File: src/rtl/pc_fetch_sync_pkg.sv
// Shared types and helpers for the PC-to-decode fetch bridge.
package pc_fetch_sync_pkg;

    typedef enum logic [2:0] {
        SETTLE,
        CAPTURE,
        REQ,
        WAIT,
        OUT,
        ACK
    } fetch_state_t;

    localparam logic [1:0] LEN1 = 2'b00;
    localparam logic [1:0] LEN2 = 2'b01;
    localparam logic [1:0] LEN3 = 2'b10;
    localparam logic [1:0] LENR = 2'b11;

    // Instruction length in bytes from the top two bits of the first byte;
    // the reserved code behaves as a single-byte instruction.
    function automatic logic [1:0] len_decode(input logic [7:0] byte0);
        logic [1:0] len;
        case (byte0[7:6])
            LEN1:    len = 2'd1;
            LEN2:    len = 2'd2;
            LEN3:    len = 2'd3;
            LENR:    len = 2'd1;
            default: len = 2'd1;
        endcase
        return len;
    endfunction

endpackage

File: src/rtl/pc_fetch_sync_hs_window_timer.sv
// Loadable down-counter used to time the PC settle and ack-hold windows.
module hs_window_timer #(
    parameter int            W           = 3,
    parameter logic [W-1:0]  RESET_VALUE = '0
) (
    input  logic         clk,
    input  logic         rst_n,
    input  logic         load,
    input  logic [W-1:0] load_value,
    output logic [W-1:0] count,
    output logic         done
);

    logic [W-1:0] count_q;

    // Load takes priority; otherwise count down and park at zero.
    always_ff @(posedge clk or negedge rst_n) begin
        if (!rst_n) begin
            count_q <= RESET_VALUE;
        end else if (load) begin
            count_q <= load_value;
        end else if (count_q != '0) begin
            count_q <= count_q - W'(1);
        end
    end

    assign count = count_q;
    assign done  = (count_q == '0);

endmodule

File: src/rtl/pc_fetch_sync.sv
// Clocked consumer of the self-timed PC handshake: captures the PC address,
// fetches a 1-3 byte instruction, presents it to decode, then acks the PC.
module pc_fetch_sync
    import pc_fetch_sync_pkg::*;
#(
    parameter int AW            = 8,
    parameter int SETTLE_CYCLES = 4,
    parameter int ACK_CYCLES    = 2
) (
    input  logic          clk,
    input  logic          rst_n,
    input  logic [AW-1:0] pc_addr,
    output logic          pc_ack,
    output logic [1:0]    pc_inc,
    output logic          mem_rd,
    output logic [AW-1:0] mem_addr,
    input  logic [7:0]    mem_data,
    output logic          out_valid,
    input  logic          out_ready,
    output logic [23:0]   out_instr,
    output logic [1:0]    out_len
);

    // The ACK window is loaded with ACK_CYCLES rather than ACK_CYCLES-1: its
    // first cycle keeps pc_ack low so the freshly updated pc_inc has a full
    // clock to reach the PC adder before the ack edge.
    localparam int TMAX = ((SETTLE_CYCLES - 1) > ACK_CYCLES) ? (SETTLE_CYCLES - 1) : ACK_CYCLES;
    localparam int TW   = (TMAX < 2) ? 1 : $clog2(TMAX + 1);
    localparam logic [TW-1:0] SETTLE_LOAD = TW'(SETTLE_CYCLES - 1);
    localparam logic [TW-1:0] ACK_LOAD    = TW'(ACK_CYCLES);

    fetch_state_t  state, state_next;
    logic [AW-1:0] base;
    logic [1:0]    k;
    logic [1:0]    len_q;
    logic [23:0]   instr_q;
    logic [1:0]    inc_q;

    logic [1:0]    cur_len;
    logic          more_bytes;
    logic          accept;
    logic          timer_load;
    logic [TW-1:0] timer_value;
    logic [TW-1:0] timer_count;
    logic          timer_done;

    assign accept      = (state == OUT) && out_ready;
    assign cur_len     = (k == 2'd0) ? len_decode(mem_data) : len_q;
    assign more_bytes  = ({1'b0, k} + 3'd1) < {1'b0, cur_len};
    assign timer_load  = accept || ((state == ACK) && timer_done);
    assign timer_value = (state == OUT) ? ACK_LOAD : SETTLE_LOAD;

    hs_window_timer #(
        .W           (TW),
        .RESET_VALUE (SETTLE_LOAD)
    ) u_window_timer (
        .clk        (clk),
        .rst_n      (rst_n),
        .load       (timer_load),
        .load_value (timer_value),
        .count      (timer_count),
        .done       (timer_done)
    );

    // State register; reset drops any transaction in flight back to SETTLE.
    always_ff @(posedge clk or negedge rst_n) begin
        if (!rst_n) begin
            state <= SETTLE;
        end else begin
            state <= state_next;
        end
    end

    // Next-state sequencing for one PC transaction.
    always_comb begin
        state_next = state;
        case (state)
            SETTLE:  if (timer_done) state_next = CAPTURE;
            CAPTURE: state_next = REQ;
            REQ:     state_next = WAIT;
            WAIT:    state_next = more_bytes ? REQ : OUT;
            OUT:     if (accept) state_next = ACK;
            ACK:     if (timer_done) state_next = SETTLE;
            default: state_next = SETTLE;
        endcase
    end

    // Fetch datapath: latch the base address, assemble bytes, update the increment.
    always_ff @(posedge clk or negedge rst_n) begin
        if (!rst_n) begin
            base    <= '0;
            k       <= 2'd0;
            len_q   <= 2'd1;
            instr_q <= 24'h0;
            inc_q   <= 2'd1;
        end else begin
            case (state)
                CAPTURE: begin
                    base    <= pc_addr;
                    k       <= 2'd0;
                    len_q   <= 2'd1;
                    instr_q <= 24'h0;
                end
                WAIT: begin
                    case (k)
                        2'd0:    instr_q[23:16] <= mem_data;
                        2'd1:    instr_q[15:8]  <= mem_data;
                        default: instr_q[7:0]   <= mem_data;
                    endcase
                    if (k == 2'd0) begin
                        len_q <= len_decode(mem_data);
                    end
                    if (more_bytes) begin
                        k <= k + 2'd1;
                    end
                end
                OUT: begin
                    if (out_ready) begin
                        inc_q <= len_q;
                    end
                end
                default: begin
                end
            endcase
        end
    end

    assign pc_ack    = (state == ACK) && (timer_count < ACK_LOAD);
    assign pc_inc    = inc_q;
    assign mem_rd    = (state == REQ);
    assign mem_addr  = base + AW'(k);
    assign out_valid = (state == OUT);
    assign out_instr = instr_q;
    assign out_len   = len_q;

endmodule
File: config.mk
export PLATFORM = sky130hd
export DESIGN_NAME = pc_fetch_sync
export DESIGN_NICKNAME = d
export VERILOG_FILES = /design/src/rtl/pc_fetch_sync_pkg.sv /design/src/rtl/pc_fetch_sync_hs_window_timer.sv /design/src/rtl/pc_fetch_sync.sv
export SDC_FILE = /design/constraint.sdc
export NUM_CORES = 1
export LEC_CHECK = 0
export CORE_MARGIN = 4
export CORE_UTILIZATION = 49
export DETAILED_ROUTE_END_ITERATION = 10
export MAX_ROUTING_LAYER = met4
export PLACE_DENSITY = 0.78
export RECOVER_POWER = 50
export SLEW_MARGIN = 20
export SYNTH_ARGS = -nofsm -noshare
export SYNTH_HDL_FRONTEND = slang
export SYNTH_HIERARCHICAL = 1
export SYNTH_SLANG_ARGS = --single-unit
File: constraint.sdc
create_clock -name clk -period 3.2 [get_ports clk]
set_clock_uncertainty 0.2 [all_clocks]
set_input_delay 0.8 -clock clk [delete_from_list [all_inputs] [get_ports clk]]
set_output_delay 0.8 -clock clk [all_outputs]
set_load 0.01 [all_outputs]
Word-level counts from Yosys, hierarchy flattened:

Cells that the tools add are included.

* flip-flop bits (word level): 43
* word-level logic and storage cells: 67

* add/subtract/negate cells: 4
* magnitude comparators: 2
* equality and inequality tests: 16
* multiplexer cells: 17
* reduce and logical (&&, ||, !) cells: 19

Operators with widths (count)
* $pmux 24 s2: 1
* $mux 8: 3
* $pmux 3 s6: 1
* $mux 3: 4
* $ne 2x2->1 const B: 5
* $reduce_and 2->1: 5
* $add 8x2->8: 1
* $mux 2: 4
* $pmux 2 s2: 2
* $eq 3x2->1 const B: 2
* $eq 3x3->1 const B: 2
* $logic_not 2->1: 3
* $pmux 2 s3: 1
* $reduce_bool 2->1: 3
* $eq 2x1->1 const B: 2
* $eq 2x2->1 const B: 2
* $ne 2x1->1 const B: 2
* $reduce_or 2->1: 2
* $add 2x1->3 const B: 1
* $eq 3x1->1 const B: 1
* $logic_and 1x1->1: 3
* $logic_not 3->1: 1
* $lt 3x2->1: 1
* $reduce_and 3->1: 1
* other kinds (5): 5

Logic depth before layout (Yosys ltp):

* depth after elaboration: 7
* gate-level depth with buffers: 10
* gate-level depth less buffers: 9

By module:

The synthesis kept the hierarchy.

Modules (own cells, without submodules)
* pc_fetch_sync: instances 1, cells each 212, area an instance 2267.2 sq um, sequential area each 1028.5 sq um
* hs_window_timer: instances 1, cells each 12, area an instance 116.4 sq um, sequential area each 52.6 sq um

Worst setup path after synthesis:

OpenSTA, ideal clock, no wires.

* path kind: flip-flop to output port
* start point: reg k[0]
* end point: out mem_addr[6]
* arrival time: 1610 ps
* required time: 2200 ps
* path slack: 590 ps
* cell stages (with the launch flop): 7
* buffers on the path: 0
* cell sequence: dfrtp_1 > ha_1 > inv_1 > fa_1 > nor2b_1 > nand4_1 > xnor2_1

* cells in the longest elaborated chain, start to end: 1

RTL lines
* from (decl): RTL line pc_fetch_sync.sv:34 `logic [1:0] k;`
* from (signal assigned): RTL line pc_fetch_sync.sv:114 `k <= k + 2'd1;`
* $add 8x2->8: RTL line pc_fetch_sync.sv:131 `assign mem_addr = base + AW'(k);`
* to (decl): RTL line pc_fetch_sync.sv:16 `output logic [AW-1:0] mem_addr,`

Every way passes these cells.

Final worst setup path:

* start point: reg k[1]
* end point: out mem_addr[3]

Same word-level chain as after synthesis.

==> metrics.md <==
| Metric | Value |
|---|---|
| Outcome | finished with violations |
| Failing checks | max-capacitance violations, max-slew violations |
| Die Wd | 77.75 um |
| Setup crit end kind | output pin |
| Synth Cell Area | 0.002384 mm^2 |
| Clock tree buffer depth | 2 |
| Vias in the first global route | 1787 |
| RSZ-0062 raised after global routing | false |
| FFs w/ async S/R, synth | 100.0% |
| Hold_buf cts | 0 |
| Fin. Hold Viols | 0 |
| # rows | 25 |
| Leak Pwr | 1.344 nW |
| Post-layout net count | 312 |
| Routability Congestion | 0.8119 |
| Post-route worst setup slack | 0.1348 ns |
| Die area | 0.006044 mm^2 |
| Total design power | 3.296 mW |
| Critical path class | flop to output pin |
| Ys Warns | 6 |
| Largest family of logic cells by synthesized area | compound AO/OA/AOI/OAI gates |
| # diodes | 0 |
| DRT Pass-1 Iters | 4 |
| XOR/XNOR Fraction of Synth Area | 2.572% |
| First-pass GRT wire length | 8590 um |
| Post-synth EDFFs | 0 |
| Power share of the combinational group | 58.5% |
| Die Ht | 77.75 um |
| Max Cap Violations | 1 |
| Sw frac | 39.79% |
| Clock Power Share | 10.2% |
| Arrival time at the worst endpoint | 2.07 ns |
| Fin crit period | 3.065 ns |
| Starting DRT DRC Count | 160 |
| Post-route clock period utilization | 95.79% |
| Reg power frac | 31.4% |
| PwrDens | 1070 mW/mm^2 |
| Layout area overhead | 29.24% |
| Initial antenna violation count | 0 |
| CTS root buf | clkbuf_8 |
| Simple-gate portion of the synthesized area | 12.81% |
| DP Wirelength | 3511 um |
| Post-synthesis adder-cell area fraction | 5.354% |
| Clk slew on worst S/H paths | 0.08 ns |
| Final setup fails | 0 |
| Post-Synthesis Cells | 224 |
| CTS H-tree depth | 2 |
| ANT nets after route | 0 |
| CP Max Fanout | 4 |
| Avg Inst Size Synth | 10.64 um^2 |
| Initial core utilization | 50.46% |
| Startpoint types | flop |
| Mux contribution to synthesized area | 5.092% |
| HP Class | flop to flop |
| DRC viols | 0 |
| FILL cells | 393 |
| Actual slew at the worst max-slew pin | 2.292 ns |
| VDD IR max | 0.5642 mV |
| Worst-Skew Late Latency | 0.29 ns |
| Seq cells post-synth | 43 |
| DP Worst Slack | -0.05738 ns |
| Syn nets | 252 |
| Proportion of layout cells with a drive suffix above 1 | 9.825% |
| Sinks on the clock net | 43 |
| Final Max Tran Viols | 44 |
| Ys flop type | dfrtp_1 |
| Design Area, Final | 0.003080 mm^2 |
| Total wire length | 5057 um |
| Seq/Total Area, Yosys | 45.35% |
| Internal | 1.985 mW |
| Required @ worst endpoint | 2.20 ns |
| TritonCTS buffer count | 5 |
| DP Area | 0.003009 mm^2 |
| Via-to-Cell Ratio | 5.389 |
| DR WL/cell | 14.37 um |
| Distinct cells, synth | 45 |
| Rel. slew slack | -52.81% |
| Largest net degree at the start of global routing | 44 |
| Core area | 0.004723 mm^2 |
| Switching power | 1.311 mW |
| Final core utilization | 65.22% |
| Total congestion overflow | 0 |
| Synth Area in Compound Gates | 21.84% |
| F_max | 326.2 MHz |
| Via count | 1897 |
| Ports | 58 |
| Total track usage | 18.47% |
| CTS tree | built |
| Port bufs | 57 |
## worst max-delay path, cell delays in order, from the launching register on
cell and delay [ns]:
dfrtp_1 0.38, buf_4 0.15, ha_1 0.27, a21o_1 0.18, nand2_1 0.12, xnor2_1 0.13, clkdlybuf4s50_1 0.55
## cells by family (layout without fill, tap and decap cells)
| group | count (synthesis) | in the layout |
|---|---|---|
| compound gates | 68 | 68 |
| simple gates | 52 | 52 |
| flops | 43 | 43 |
| buf+inv | 33 | 94 |
| mux | 11 | 11 |
| fa+ha+maj | 9 | 9 |
| xor+xnor | 7 | 7 |
| other cells | 1 | 1 |
## area by class of cell
type,instances,area (um^2),share of cell area [%]
multi-input combinational,148,1132,36.76
clock buffer,6,72.57,2.356
timing repair buffer,65,619.3,20.11
sequential,43,1081,35.09
tap,67,83.83,2.721
clock inverter,2,12.51,0.4062
inverter,21,78.83,2.559
## sequential cells by signal (all words and copies together) (netlist names)
register,flops
state,3
k,2
out_instr,24
base,8
out_len,2
u_window_timer/count,2
pc_inc,2
## per-layer routing
metal,routed length (um),track usage (%)
met4,30,4.804
met1,2346,24.21
met2,2384,28.77
met5,0,-
met3,296,4.524
## Yosys cell counts, drive strengths merged (3+ instances only)
master	number	area [um^2]
dfrtp	39	975.9
a22o	35	306.5
inv	21	78.83
nand2	16	60.06
o21ai	16	91.34
nor2	11	67.57
buf	10	76.32
mux2	9	101.4
nand3	8	55.05
ha	7	87.58
a21oi	5	25.02
dfstp	4	105.1
xnor2	4	35.03
nand2b	3	26.27
nand4	3	18.77
o22ai	3	18.77
xor2	3	26.28
## cells in the final DEF (no fill, tap or decap), types with 5 or more instances in the layout
master / Yosys / layout
a21oi_1: 5 / 5
a22o_1: 35 / 35
buf_4: 3 / 6
clkbuf_8: 0 / 5
clkdlybuf4s50_1: 0 / 50
dfrtp_1: 39 / 39
ha_1: 7 / 7
inv_1: 21 / 21
mux2_1: 9 / 9
nand2_1: 16 / 16
nand3_1: 5 / 5
nor2_1: 8 / 8
o21ai_0: 5 / 9
## power groups by stage
stage	sequential (mW)	clock (mW)	combinational [mW]
2_1_floorplan	1.08	0	1.21
3_3_place_gp	1.04	0	1.93
3_5_place_dp	1.05	0	1.97
4_1_cts	1.04	0.351	1.97
5_1_grt	1.08	0.374	2.12
6_report	1.03	0.335	1.93
## repair_timing
action	4_1_cts	5_1_grt
resized for setup	2	2
buffers inserted	0	0
setup endpoints to repair	2	2
## final timing paths
check                      cells past startpoint  slack (ns)             to  startpoint
setup reg to reg                              11        0.38           k[0]        k[0]
max in group asynchronous                      1        0.51   out_instr[2]       rst_n
hold / removal                                 1        0.29      pc_inc[1]   pc_inc[1]
setup / recovery                               6        0.13    mem_addr[3]        k[1]
hold reg to reg                                1        0.29      pc_inc[1]   pc_inc[1]
min in group asynchronous                      1        0.98  out_instr[10]       rst_n
## stage by stage
step	setup TNS, ns	hold WS, ns	instances
finish	0	0.2943	352
floorplan	0	0.2649	224
CTS	0	0.3012	352
global placement	0	0.2752	344
detailed placement	-0.1611	0.2776	344
global route	0	0.3485	352
(Power assumes the default switching activity.)
